<file path="config.mk">
export PLATFORM = sky130hd
export DESIGN_NAME = nubus_slot_bridge
export DESIGN_NICKNAME = d
export VERILOG_FILES = /design/src/rtl/nubus_slot_bridge.sv
export SDC_FILE = /design/constraint.sdc
export NUM_CORES = 1
export LEC_CHECK = 0
export ABC_CLOCK_PERIOD_IN_PS = 4200
export BUFFER_PORTS_ARGS = -buffer_cell sky130_fd_sc_hd__buf_2
export CELL_PAD_IN_SITES_DETAIL_PLACEMENT = 0
export CELL_PAD_IN_SITES_GLOBAL_PLACEMENT = 1
export CORE_ASPECT_RATIO = 1.5
export CORE_UTILIZATION = 36
export CTS_CLUSTER_DIAMETER = 50
export CTS_CLUSTER_SIZE = 20
export DETAILED_ROUTE_END_ITERATION = 10
export PLACE_DENSITY_LB_ADDON = 0.1
export SLEW_MARGIN = 20
export SYNTH_ARGS = -nofsm -noshare
export SYNTH_HDL_FRONTEND = slang
export SYNTH_SLANG_ARGS = --single-unit
</file>
<file path="constraint.sdc">
create_clock -name clk -period 4.2 [get_ports clk]
set_clock_uncertainty 0.15 [all_clocks]
set_input_delay 0.42 -clock clk [delete_from_list [all_inputs] [get_ports clk]]
set_output_delay 0.42 -clock clk [all_outputs]
set_load 0.01 [all_outputs]
</file>
<file path="src/rtl/nubus_slot_bridge.sv">
// CPU-side bridge for one NuBus slot: turns 68000 AS/UDS/LDS cycles into the card's
// select/ack_n handshake, with a bus-error timeout and an nmrq_n synchroniser.
module nubus_slot_bridge #(
   parameter logic [3:0] SLOT_ID        = 4'h9,
   parameter int         TIMEOUT_CYCLES = 255,
   parameter bit         SUPER_EN       = 1'b1
) (
   input  logic        clk,
   input  logic        reset,
   input  logic [31:0] cpu_addr,
   input  logic [15:0] cpu_din,
   output logic [15:0] cpu_dout,
   input  logic        cpu_as_n,
   input  logic        cpu_uds_n,
   input  logic        cpu_lds_n,
   input  logic        cpu_rw_n,
   output logic        cpu_dtack_n,
   output logic        cpu_berr_n,
   output logic        slot_hit,
   output logic [31:0] card_addr,
   output logic [15:0] card_dout,
   input  logic [15:0] card_din,
   output logic [1:0]  card_uds_lds,
   output logic        card_rw_n,
   output logic        card_select,
   input  logic        card_ack_n,
   input  logic        card_nmrq_n,
   output logic        slot_irq_n
);

   typedef enum logic [1:0] {S_IDLE, S_WAIT_ACK, S_HOLD, S_RECOVER} state_e;

   localparam logic [7:0] CNT_LAST = 8'(TIMEOUT_CYCLES - 1);

   state_e      state_q, state_d;
   logic [7:0]  cnt_q, cnt_d;
   logic        dtack_n_q, dtack_n_d;
   logic        berr_n_q, berr_n_d;
   logic        select_q, select_d;
   logic        rw_n_q, rw_n_d;
   logic [1:0]  ul_q, ul_d;
   logic [15:0] dout_q, dout_d;
   logic [15:0] wdata_q, wdata_d;
   logic [31:0] addr_q, addr_d;
   logic        sync1_q, sync2_q;

   logic        std_hit, super_hit, strobe;
   logic [31:0] dec_addr;

   // Standard space wins if both decodes could match (only when SLOT_ID is F).
   always_comb begin
      std_hit     = (cpu_addr[31:24] == {4'hF, SLOT_ID});
      super_hit   = SUPER_EN && (cpu_addr[31:28] == SLOT_ID);
      dec_addr    = std_hit ? {8'h00, cpu_addr[23:0]} : {4'h0, cpu_addr[27:0]};
      dec_addr[0] = 1'b0;
   end

   assign slot_hit = std_hit | super_hit;
   assign strobe   = ~cpu_uds_n | ~cpu_lds_n;

   always_comb begin
      state_d   = state_q;
      cnt_d     = cnt_q;
      dtack_n_d = dtack_n_q;
      berr_n_d  = berr_n_q;
      select_d  = select_q;
      rw_n_d    = rw_n_q;
      ul_d      = ul_q;
      dout_d    = dout_q;
      wdata_d   = wdata_q;
      addr_d    = addr_q;
      case (state_q)
         S_IDLE: begin
            if (!cpu_as_n && slot_hit && strobe && card_ack_n) begin
               addr_d   = dec_addr;
               wdata_d  = cpu_din;
               ul_d     = {~cpu_uds_n, ~cpu_lds_n};
               rw_n_d   = cpu_rw_n;
               select_d = 1'b1;
               cnt_d    = 8'd0;
               state_d  = S_WAIT_ACK;
            end
         end
         S_WAIT_ACK: begin
            // An abandoned CPU cycle takes priority over a simultaneous ack.
            if (cpu_as_n) begin
               select_d = 1'b0;
               cnt_d    = 8'd0;
               state_d  = S_RECOVER;
            end else if (!card_ack_n) begin
               if (rw_n_q) dout_d = card_din;
               dtack_n_d = 1'b0;
               state_d   = S_HOLD;
            end else if (cnt_q == CNT_LAST) begin
               berr_n_d = 1'b0;
               select_d = 1'b0;
               state_d  = S_HOLD;
            end else begin
               cnt_d = cnt_q + 8'd1;
            end
         end
         S_HOLD: begin
            if (cpu_as_n) begin
               dtack_n_d = 1'b1;
               berr_n_d  = 1'b1;
               select_d  = 1'b0;
               cnt_d     = 8'd0;
               state_d   = S_RECOVER;
            end
         end
         S_RECOVER: begin
            // One cycle of dwell keeps at least 3 clk between AS release and the next select.
            if (cnt_q == 8'd0) begin
               cnt_d = 8'd1;
            end else if (card_ack_n) begin
               cnt_d   = 8'd0;
               state_d = S_IDLE;
            end
         end
         default: state_d = S_IDLE;
      endcase
   end

   always_ff @(posedge clk) begin
      if (reset) begin
         state_q   <= S_IDLE;
         cnt_q     <= 8'd0;
         dtack_n_q <= 1'b1;
         berr_n_q  <= 1'b1;
         select_q  <= 1'b0;
         rw_n_q    <= 1'b1;
         ul_q      <= 2'b00;
         dout_q    <= 16'h0000;
         wdata_q   <= 16'h0000;
         addr_q    <= 32'h0000_0000;
         sync1_q   <= 1'b1;
         sync2_q   <= 1'b1;
      end else begin
         state_q   <= state_d;
         cnt_q     <= cnt_d;
         dtack_n_q <= dtack_n_d;
         berr_n_q  <= berr_n_d;
         select_q  <= select_d;
         rw_n_q    <= rw_n_d;
         ul_q      <= ul_d;
         dout_q    <= dout_d;
         wdata_q   <= wdata_d;
         addr_q    <= addr_d;
         sync1_q   <= card_nmrq_n;
         sync2_q   <= sync1_q;
      end
   end

   assign cpu_dout     = dout_q;
   assign cpu_dtack_n  = dtack_n_q;
   assign cpu_berr_n   = berr_n_q;
   assign card_addr    = addr_q;
   assign card_dout    = wdata_q;
   assign card_uds_lds = ul_q;
   assign card_rw_n    = rw_n_q;
   assign card_select  = select_q;
   assign slot_irq_n   = sync2_q;

endmodule

</file>
Word level (Yosys, flattened, before mapping). Cells that the tools add are included.

Input port bits: 72. Memory bits (writable): 0. Memories kept: 0. Memory bits (read-only): 0. Bits in registers: 81. Latch bits: 0.

$lt $le $gt $ge: 0. Add/subtract/negate cells: 1. Multiply operators: 0. Shifts and indexed selects: 0. Bitwise gates (word level): 6. Div/mod/pow operators: 0. Eq/ne operators: 19. Multiplexer cells: 29. Reduce and logical (&&, ||, !) cells: 15.

Operators by type and width (count): $mux 8 (7); $pmux 8 s4 (1); $mux 28 (1); $reduce_and 5->1 (4); $eq 8x8->1 const B (2); $ne 2x2->1 const B (8); $mux 2 (7); $ne 3x3->1 const B (4); $mux 1 (9); $add 8x1->8 const B (1); $logic_not 8->1 (1); $pmux 2 s4 (1); $reduce_and 4->1 (2); $eq 2x2->1 const B (2); $eq 4x4->1 const B (1); $ne 4x4->1 const B (1); $not 1->1 (4); $pmux 1 s2 (2); $logic_and 1x1->1 (3); $pmux 1 s3 (1); $reduce_bool 3->1 (1); $eq 2x1->1 const B (1); $logic_not 2->1 (1); $or 1x1->1 (2); other kinds (3) (3).

Longest topological paths before layout. Gate-level depths: netlist of run 1.

Depth after elaboration: 7. Depth in mapped cells: 8. Depth with buffers taken out: 7.

Least setup slack after synthesis of run 1. No wires, ideal clock.

Path type: flip-flop to flip-flop. From: reg cnt_q[0]. To: reg cnt_q[6]. Path slack: 1987 ps. Data required time: 3980 ps. Clock period less this slack: 2213 ps. Library setup time: 70 ps. Path buffers: 1. Stages on the path, launching flop included: 9. Arrival time: 1993 ps. Cell sequence: dfxtp_1 > inv_1 > ha_1 > or4b_1 > o41ai_2 > nand4_1 > buf_2 > or4_1 > a21oi_1.

Cells in the longest elaborated chain, start to end: 5. Elaborated cells on any way between the ends: 11. Those cells by class: add/sub (1); eq/ne (3); mux (5); reduce/logical (2).

Ends and longest elaborated chain: start: declaration (line 36) `logic [7:0] cnt_q, cnt_d;`; start signal: assignment (line 140) `cnt_q <= cnt_d;`; $add 8x1->8 (line 99) `cnt_d = cnt_q + 8'd1;`; $mux 8 (line 94) `end else if (cnt_q == CNT_LAST) begin`; $mux 8 (line 90) `end else if (!card_ack_n) begin`; $mux 8 (line 86) `if (cpu_as_n) begin`; $pmux 8 s4 (line 72) `case (state_q)`.

Parallel ways exist; a longest one is shown, timed or not. The select of a mux whose other input is x is not followed. A chain may end at the register's enable or synchronous reset.

Final worst setup path of run 1.
From: reg cnt_q[0]. To: reg cnt_q[7].

Same word-level chain as after synthesis.

==> results of run 1 <==
[routing by layer]
layer	up-vias	GRT usage (%)
met5	-	0
met4	0	9.09
li1	1480	-
met1	1338	20.6
met3	15	5.17
met2	103	28.5
[area by class of cell]
type                       instances  share of cell area, %
sequential                        77                   36.0
tap                              110                   3.21
clock buffer                      10                   5.34
clock inverter                     6                   1.43
multi-input combinational        251                   36.8
inverter                           8                  0.701
timing repair buffer             140                   16.5
[sequential cells by signal, indices dropped and copies added (netlist names)]
| signal | cells |
|---|---|
| cpu_dout | 16 |
| slot_irq_n | 1 |
| sync1_q | 1 |
| state_q | 2 |
| card_addr | 27 |
| card_dout | 16 |
| cnt_q | 8 |
| card_select | 1 |
| card_rw_n | 1 |
| cpu_dtack_n | 1 |
| cpu_berr_n | 1 |
| card_uds_lds | 2 |
[worst max-delay path: cells and delay by family (launching register included)]
family                     cells  cell delay [ns]
AOI/OAI and AO/OA              2             0.37
adders and majority gates      1             0.16
buffers and inverters          1             0.12
DFF                            1             0.33
and+or+nand+nor                3             1.52
[power by group through the flow]
stage | logic (mW) | clock network, mW | registers (mW)
after global placement | 0.0804 | 0 | 0.754
after CTS | 0.0821 | 0.788 | 0.738
after floorplan | 0.0355 | 0 | 0.756
after detailed placement | 0.0818 | 0 | 0.754
final | 0.0809 | 0.767 | 0.738
after global routing | 0.0888 | 0.811 | 0.738
[path summary, 6_finish.rpt]
| kind | from | endpoint | cells after the start |
|---|---|---|---|
| setup / recovery | cnt_q[0] | cnt_q[7] | 7 |
| hold / removal | card_nmrq_n | sync1_q | 2 |
| setup reg to reg | cnt_q[0] | cnt_q[7] | 7 |
| hold reg to reg | sync1_q | slot_irq_n | 1 |
[through the flow]
step / setup slack (ns) / hold WS, ns / total power [mW] / std cells / instance area, µm²
2_1_floorplan: 1.99 / 0.239 / 0.792 / 361 / 3250
3_3_place_gp: 1.56 / 0.242 / 0.834 / 586 / 3990
3_5_place_dp: 1.51 / 0.252 / 0.836 / 586 / 3990
4_1_cts: 1.50 / 0.105 / 1.61 / 602 / 4280
5_1_grt: 1.39 / 0.118 / 1.64 / 602 / 4280
6_report: 1.49 / 0.118 / 1.59 / 602 / 4280
[cells in the final DEF, fill, tap and decap left out, types with 3 or more instances in the layout]
cell | Yosys | routed
a211oi_1 | 3 | 3
a21oi_1 | 29 | 28
a31oi_1 | 3 | 3
and3_1 | 3 | 3
buf_2 | 6 | 137
buf_4 | 5 | 3
clkbuf_16 | 0 | 9
clkinv_2 | 0 | 3
conb_1 | 1 | 5
dfxtp_1 | 77 | 77
ha_1 | 8 | 8
inv_1 | 8 | 8
mux2i_1 | 44 | 44
nand2_1 | 46 | 46
nand2b_1 | 3 | 3
nand3_1 | 6 | 6
nand4_1 | 3 | 3
nor2_1 | 50 | 50
nor2b_1 | 5 | 5
o21ai_0 | 7 | 7
or2_2 | 3 | 3
or4_1 | 5 | 5
[logic make-up after synthesis]
logic type / count (synthesis) / share of synthesized area (%)
mux: 44 / 13.6
buf+inv: 33 / 4.64
fa+ha+maj: 8 / 3.09
other cells: 1 / 0.116
flops: 77 / 47.6
simple gates: 134 / 19.0
compound gates: 60 / 11.9
==> impl_results.html, run 1 <==
<table>
<tr><th>Metric</th><th>Value</th></tr>
<tr><th colspan="2">Power</th></tr>
<tr><td>Static power due to leakage</td><td>1.89 nW</td></tr>
<tr><td>Switching power</td><td>0.353 mW</td></tr>
<tr><td>Max IR drop VDD</td><td>0.206 mV</td></tr>
<tr><td>Proportion of total power due to net switching</td><td>22.3%</td></tr>
<tr><td>Fraction of power consumed by sequential logic</td><td>46.5%</td></tr>
<tr><td>Combinational power share</td><td>5.1%</td></tr>
<tr><td>Pwr per Cell Area</td><td>between 300 and 400 mW/mm²</td></tr>
<tr><td>Internal power contribution</td><td>1.23 mW</td></tr>
<tr><td>Clock network power share</td><td>48.4%</td></tr>
<tr><th colspan="2">Global routing</th></tr>
<tr><td>Aggregate global routing overflow</td><td>0</td></tr>
<tr><td>Global-route wire length before repair</td><td>12800 µm</td></tr>
<tr><td>Via count of the first global-routing pass</td><td>2762</td></tr>
<tr><td>Pin count of the biggest net entering global routing</td><td>a little over 70</td></tr>
<tr><td>Antenna violations before repair</td><td>0</td></tr>
<tr><td>Global routing usage summed across all routing layers</td><td>17.6%</td></tr>
<tr><th colspan="2">Die</th></tr>
<tr><td>Number of cell rows</td><td>42</td></tr>
<tr><td>Die footprint</td><td>0.00938 mm²</td></tr>
<tr><td>Initial Util</td><td>between 30% and 40%</td></tr>
<tr><td>Width of the die</td><td>79.4 µm</td></tr>
<tr><td>Core footprint</td><td>roughly 0.009 mm²</td></tr>
<tr><td>Die outline height</td><td>roughly 120 µm</td></tr>
<tr><td>Number of top-level pins</td><td>144</td></tr>
<tr><th colspan="2">Setup path</th></tr>
<tr><td>Worst Path Arrival</td><td>2.82 ns</td></tr>
<tr><td>Worst path max stage delay</td><td>roughly 0.61 ns</td></tr>
<tr><td>Cell breakdown of the critical path</td><td>inv_1, ha_1, or4b_1, o41ai_2, nand4_1, or4_1, a21oi_1</td></tr>
<tr><td>Largest fanout on the critical path</td><td>11</td></tr>
<tr><td>CP required</td><td>4.31 ns</td></tr>
<tr><td>Library cell contributing the largest single delay on the critical path</td><td>or4_1</td></tr>
<tr><td>Critical Path Source Type</td><td>flip-flop</td></tr>
<tr><td>Kind of end point of the critical path</td><td>flip-flop</td></tr>
<tr><td>Register-to-register path setup slack</td><td>around 1.5 ns</td></tr>
<tr><td>CP Class</td><td>reg2reg</td></tr>
<tr><th colspan="2">STA</th></tr>
<tr><td>Max Clk Rate</td><td>0.369 GHz</td></tr>
<tr><td>Worst-margin pin slew</td><td>1.02 ns</td></tr>
<tr><td>RSZ-0062 raised after global routing</td><td>no</td></tr>
<tr><td>Final period utilization</td><td>64.5%</td></tr>
<tr><td>Total setup violations reported at the end of the flow</td><td>0</td></tr>
<tr><td>Minimum period implied by the final worst setup slack</td><td>roughly 2.7 ns</td></tr>
<tr><td>Total negative slack</td><td>0 ns</td></tr>
<tr><td>Relative slew slack</td><td>31.8%</td></tr>
<tr><td>Total count of hold-check failures in the final report</td><td>0</td></tr>
<tr><td>Count of pins over their slew limit</td><td>0</td></tr>
<tr><th colspan="2">Clock tree</th></tr>
<tr><td>Clock transition time at the flip-flop clock pins of the worst setup and hold paths</td><td>approximately 0.060 ns</td></tr>
<tr><td>Number of buffers created by CTS</td><td>9</td></tr>
<tr><td>H-tree Lvls</td><td>3</td></tr>
<tr><td>Post_cts resized</td><td>0</td></tr>
<tr><td>CTS sink count</td><td>77</td></tr>
<tr><td>Total of hold buffers inserted after clock tree synthesis</td><td>0</td></tr>
<tr><td>CTS tree</td><td>done</td></tr>
<tr><td>Root buffer cell</td><td>clkbuf_16</td></tr>
<tr><td>Total setup buffers inserted after CTS</td><td>0</td></tr>
<tr><td>Buffers from clock root to sink, at most</td><td>2</td></tr>
<tr><td>Clock latency on the worst-skew pair</td><td>about 0.33 ns</td></tr>
<tr><th colspan="2">Logic synthesis</th></tr>
<tr><td>Cell taking the most area after synthesis</td><td>dfxtp_1</td></tr>
<tr><td>Dominant cells by area after synthesis</td><td>dfxtp_1 48%, mux2i_1 14%, nor2_1 5.8%</td></tr>
<tr><td>Total of warnings raised by yosys</td><td>0</td></tr>
<tr><td>Cell area after technology mapping</td><td>0.00324 mm²</td></tr>
<tr><td>Synth Register Bits</td><td>77</td></tr>
<tr><td>Top cell types by occurrence after synthesis</td><td>77 x dfxtp_1, 50 x nor2_1, 46 x nand2_1</td></tr>
<tr><td>Dominant synthesized flop cell</td><td>dfxtp_1</td></tr>
<tr><td>Post-Syn Area per Cell</td><td>9.07 µm²</td></tr>
<tr><td>Share of the synthesized area in the top cell type</td><td>47.6%</td></tr>
<tr><td>Cell count after synthesis</td><td>about 360</td></tr>
<tr><td>Count of unique library cells instantiated by Yosys</td><td>43</td></tr>
<tr><td>Proportion of synthesized flip-flops having asynchronous set or reset</td><td>0%</td></tr>
<tr><td>Fraction of the yosys area taken by sequential cells</td><td>47.6%</td></tr>
<tr><td>Most repeated cell in the gate-level netlist after synthesis</td><td>dfxtp_1</td></tr>
<tr><td>Number of enable-type register cells in the synthesized netlist</td><td>0</td></tr>
<tr><th colspan="2">Routing</th></tr>
<tr><td>First-pass iteration count of the detailed router</td><td>4</td></tr>
<tr><td>Routed len/inst</td><td>13.6 µm</td></tr>
<tr><td>Total number of vias</td><td>2936</td></tr>
<tr><td>Number of nets with antenna violations after routing</td><td>0</td></tr>
<tr><td>Met2 routed WL</td><td>about 4000 µm</td></tr>
<tr><td>Number of design rule violations left after detail routing</td><td>0</td></tr>
<tr><td>Number of vias per cell</td><td>slightly below 5</td></tr>
<tr><td>Uppermost metal layer occupied by signal nets</td><td>met4</td></tr>
<tr><td>1st-iter DRT viols</td><td>118</td></tr>
<tr><td>Routed metal-1 wirelength</td><td>3480 µm</td></tr>
<tr><td>Aggregate routed wire length</td><td>8170 µm</td></tr>
<tr><td>Metal3 WL</td><td>546 µm</td></tr>
<tr><th colspan="2">Finish</th></tr>
<tr><td>Core Util, Final</td><td>48.8%</td></tr>
<tr><td>Share of layout cells above drive strength 1</td><td>33.5%</td></tr>
<tr><td>Antenna fix cells</td><td>0</td></tr>
<tr><td>Net total in the final layout</td><td>567</td></tr>
<tr><td>Multi-input gate area in the final layout</td><td>0.00158 mm²</td></tr>
<tr><td>Sequential Area</td><td>approximately 0.0015 mm²</td></tr>
<tr><td>Synthesis-to-finish area growth</td><td>32.4%</td></tr>
<tr><td>Filler instances</td><td>885</td></tr>
<tr><th colspan="2">Outcome</th></tr>
<tr><td>Outcome</td><td>completed</td></tr>
<tr><th colspan="2">Worst hold path</th></tr>
<tr><td>Worst hold path type</td><td>in2reg</td></tr>
<tr><th colspan="2">Job</th></tr>
<tr><td>Max-cap violations</td><td>0</td></tr>
<tr><th colspan="2">Place</th></tr>
<tr><td>Buffers on Ports</td><td>about 140</td></tr>
<tr><td>Detailed placement HPWL</td><td>just under 6000 µm</td></tr>
<tr><td>Gpl congestion</td><td>roughly 0.76</td></tr>
</table>
No activity file was read; power rests on OpenSTA's default activity.
==> run 2: changes to the inputs <==
- ABC_CLOCK_PERIOD_IN_PS: 4200 -> 2540
- CORE_UTILIZATION: 36 -> 34
- clock period: 4.2 -> 2.54 ns (I/O delays scaled with it)
==> run 2 against run 1 <==
First-iteration DRC count up 1.7%. Clock-buffer cell count grew 3. Critical endpoint unchanged. Setup slack got worse by 1.4 ns. Worst hold slack got worse by 0.11 ns. Cell count increased by 3.0%. Largest cell class unchanged. Highest routed layer unchanged. Critical path depth unchanged.
==> impl_results.html, run 2 (synthesized netlist as in run 1, its figures left out) <==
<table>
<tr><th>Metric</th><th>Value</th></tr>
<tr><th colspan="2">Setup path</th></tr>
<tr><td>Delay-heaviest family, CP</td><td>simple AND/OR/NAND/NOR gates (unchanged)</td></tr>
<tr><td>Largest fanout on the critical path</td><td>6 (was 11)</td></tr>
<tr><td>Library cell contributing the largest single delay on the critical path</td><td>or4_1 (unchanged)</td></tr>
<tr><td>Critical Path Source Type</td><td>flip-flop (unchanged)</td></tr>
<tr><td>Buffer and inverter count on the worst path</td><td>1 (unchanged)</td></tr>
<tr><td>CP Class</td><td>reg2reg (unchanged)</td></tr>
<tr><td>Cell breakdown of the critical path</td><td>inv_1, ha_1, or4b_1, o41ai_2, nand4_1, or4_1, a21oi_1 (unchanged)</td></tr>
<tr><td>Kind of end point of the critical path</td><td>flip-flop (unchanged)</td></tr>
<tr><td>Worst path max stage delay</td><td>0.53 ns (was 0.61 ns)</td></tr>
<tr><td>Worst Path Arrival</td><td>2.51 ns (was 2.82 ns)</td></tr>
<tr><td>CP required</td><td>2.65 ns (was 4.31 ns)</td></tr>
<tr><th colspan="2">Global routing</th></tr>
<tr><td>Antenna violations before repair</td><td>0 (unchanged)</td></tr>
<tr><td>Global-route wire length before repair</td><td>13000 µm (was 12800 µm)</td></tr>
<tr><td>Aggregate global routing overflow</td><td>0 (unchanged)</td></tr>
<tr><td>Global routing usage summed across all routing layers</td><td>17.3% (was 17.6%)</td></tr>
<tr><td>Pin count of the biggest net entering global routing</td><td>32 (was 72)</td></tr>
<tr><td>Via count of the first global-routing pass</td><td>2768 (was 2762)</td></tr>
<tr><th colspan="2">Die</th></tr>
<tr><td>Die footprint</td><td>0.00992 mm² (was 0.00938 mm²)</td></tr>
<tr><td>Die outline height</td><td>122 µm (was 118 µm)</td></tr>
<tr><td>Number of cell rows</td><td>43 (was 42)</td></tr>
<tr><td>Initial Util</td><td>35.0% (was 36.9%)</td></tr>
<tr><td>Number of top-level pins</td><td>144 (unchanged)</td></tr>
<tr><td>Core footprint</td><td>0.00925 mm² (was 0.00878 mm²)</td></tr>
<tr><td>Width of the die</td><td>81.7 µm (was 79.4 µm)</td></tr>
<tr><th colspan="2">STA</th></tr>
<tr><td>Worst-case setup margin in the final layout</td><td>0.139 ns (was 1.49 ns)</td></tr>
<tr><td>Max Clk Rate</td><td>0.417 GHz (was 0.369 GHz)</td></tr>
<tr><td>Final period utilization</td><td>94.5% (was 64.5%)</td></tr>
<tr><td>Minimum period implied by the final worst setup slack</td><td>2.40 ns (was 2.71 ns)</td></tr>
<tr><td>Count of pins over their slew limit</td><td>0 (unchanged)</td></tr>
<tr><td>RSZ-0062 raised after global routing</td><td>no (unchanged)</td></tr>
<tr><td>Total count of hold-check failures in the final report</td><td>0 (unchanged)</td></tr>
<tr><td>Total setup violations reported at the end of the flow</td><td>0 (unchanged)</td></tr>
<tr><td>Total negative slack</td><td>0 ns (unchanged)</td></tr>
<tr><th colspan="2">Routing</th></tr>
<tr><td>Total number of vias</td><td>2965 (was 2936)</td></tr>
<tr><td>Aggregate routed wire length</td><td>8300 µm (was 8170 µm)</td></tr>
<tr><td>Number of design rule violations left after detail routing</td><td>0 (unchanged)</td></tr>
<tr><td>Number of nets with antenna violations after routing</td><td>0 (unchanged)</td></tr>
<tr><td>Number of vias per cell</td><td>4.78 (was 4.88)</td></tr>
<tr><td>First-pass iteration count of the detailed router</td><td>4 (unchanged)</td></tr>
<tr><td>1st-iter DRT viols</td><td>120 (was 118)</td></tr>
<tr><td>Routed len/inst</td><td>13.4 µm (was 13.6 µm)</td></tr>
<tr><th colspan="2">Clock tree</th></tr>
<tr><td>H-tree Lvls</td><td>3 (unchanged)</td></tr>
<tr><td>CTS sink count</td><td>77 (unchanged)</td></tr>
<tr><td>Total setup buffers inserted after CTS</td><td>0 (unchanged)</td></tr>
<tr><td>Clock latency on the worst-skew pair</td><td>0.33 ns (about the same)</td></tr>
<tr><td>Number of buffers created by CTS</td><td>9 (unchanged)</td></tr>
<tr><td>Clock transition time at the flip-flop clock pins of the worst setup and hold paths</td><td>0.06 ns (about the same)</td></tr>
<tr><td>CTS tree</td><td>done (unchanged)</td></tr>
<tr><td>Post_cts resized</td><td>0 (unchanged)</td></tr>
<tr><td>Buffers from clock root to sink, at most</td><td>2 (unchanged)</td></tr>
<tr><td>Root buffer cell</td><td>clkbuf_16 (unchanged)</td></tr>
<tr><th colspan="2">Power</th></tr>
<tr><td>Combinational power share</td><td>5.6% (was 5.1%)</td></tr>
<tr><td>Switching power</td><td>0.562 mW (was 0.353 mW)</td></tr>
<tr><td>Proportion of total power due to net switching</td><td>21.5% (was 22.3%)</td></tr>
<tr><td>Max IR drop VDD</td><td>0.372 mV (was 0.206 mV)</td></tr>
<tr><td>Clock network power share</td><td>47.7% (was 48.4%)</td></tr>
<tr><td>Fraction of power consumed by sequential logic</td><td>46.6% (was 46.5%)</td></tr>
<tr><td>Internal power contribution</td><td>2.06 mW (was 1.23 mW)</td></tr>
<tr><td>Static power due to leakage</td><td>1.95 nW (was 1.89 nW)</td></tr>
<tr><td>Pwr per Cell Area</td><td>590 mW/mm² (was 370 mW/mm²)</td></tr>
<tr><th colspan="2">Place</th></tr>
<tr><td>Worst slack after detailed placement</td><td>0.159 ns (was 1.51 ns)</td></tr>
<tr><td>Detailed placement HPWL</td><td>6110 µm (was 5810 µm)</td></tr>
<tr><td>Gpl congestion</td><td>0.833 (was 0.763)</td></tr>
<tr><td>Buffers on Ports</td><td>137 (unchanged)</td></tr>
<tr><th colspan="2">Finish</th></tr>
<tr><td>Commonest cells after routing, fill and taps aside</td><td>137 x buf_2, 77 x dfxtp_1, 50 x nor2_1 (unchanged)</td></tr>
<tr><td>Synthesis-to-finish area growth</td><td>37.1% (was 32.4%)</td></tr>
<tr><td>Net total in the final layout</td><td>583 (was 567)</td></tr>
<tr><td>Max reg flops</td><td>27 (unchanged)</td></tr>
<tr><td>Most common cell after layout, fill and taps aside</td><td>buf_2 (unchanged)</td></tr>
<tr><td>Antenna fix cells</td><td>0 (unchanged)</td></tr>
<tr><td>Share of layout cells above drive strength 1</td><td>33.3% (was 33.5%)</td></tr>
<tr><th colspan="2">Worst hold path</th></tr>
<tr><td>Worst hold path type</td><td>in2reg (unchanged)</td></tr>
<tr><th colspan="2">Job</th></tr>
<tr><td>Max-cap violations</td><td>0 (unchanged)</td></tr>
<tr><th colspan="2">Outcome</th></tr>
<tr><td>Outcome</td><td>completed (unchanged)</td></tr>
</table>
==> run 2: power groups by stage <==
stage | sequential (mW) | clock [mW] | combinational [mW]
after global routing | 1.22 | 1.35 | 0.164
after global placement | 1.25 | 0 | 0.137
after floorplan | 1.25 | 0 | 0.0587
after detailed placement | 1.25 | 0 | 0.139
after CTS | 1.22 | 1.29 | 0.149
final | 1.22 | 1.25 | 0.147
==> run 2: final timing paths <==
| kind | from | to | slack, ns | cells past startpoint |
|---|---|---|---|---|
| min reg2reg | sync1_q | slot_irq_n | 0.26 | 1 |
| max reg2reg | cnt_q[0] | cnt_q[7] | 0.14 | 7 |
| max | cnt_q[0] | cnt_q[7] | 0.14 | 7 |
| min | cpu_din[1] | card_dout[1] | 0.007 | 3 |
==> run 2: timing repair <==
action / CTS / global route
hold endpoints to repair: 8 / 1
hold buffers: 8 / 1
endpoints found under the setup margin: 0 / 1
==> run 2: through the flow <==
| step | std cells | hold slack (ns) | power (mW) | util [%] | area, µm² |
|---|---|---|---|---|---|
| floorplan | 361 | 0.200 | 1.31 | - | 3250 |
| global placement | 595 | 0.244 | 1.38 | 43.9 | 4060 |
| detailed placement | 595 | 0.255 | 1.39 | 43.9 | 4060 |
| CTS | 619 | 0.000165 | 2.65 | 47.9 | 4430 |
| global route | 620 | 0.00150 | 2.73 | 48.0 | 4440 |
| finish | 620 | 0.00700 | 2.62 | 48.0 | 4440 |
==> run 2: final cells by class <==
class | count | area, µm²
flip-flops and latches | 77 | 1540
clock buffers | 13 | 240
repair buffers | 156 | 863
inverters | 8 | 30.0
well taps | 112 | 140
fillers | 968 | 4820
multi-input cells | 251 | 1580
clock inverters | 3 | 46.3
==> run 2: worst register-to-register path: cells and delay by family, from the launching register on <==
kind            cells  cell delay (ns)
fa+ha+maj           1             0.15
simple gates        3             1.24
compound gates      2             0.36
flops               1             0.33
buf+inv             1             0.12
==> run 2: metal layers <==
layer,GRT usage (%),share of wire (%)
met5,0,0
met4,8.44,2.1
met3,5.26,6.7
met2,27.6,50
met1,20.9,41
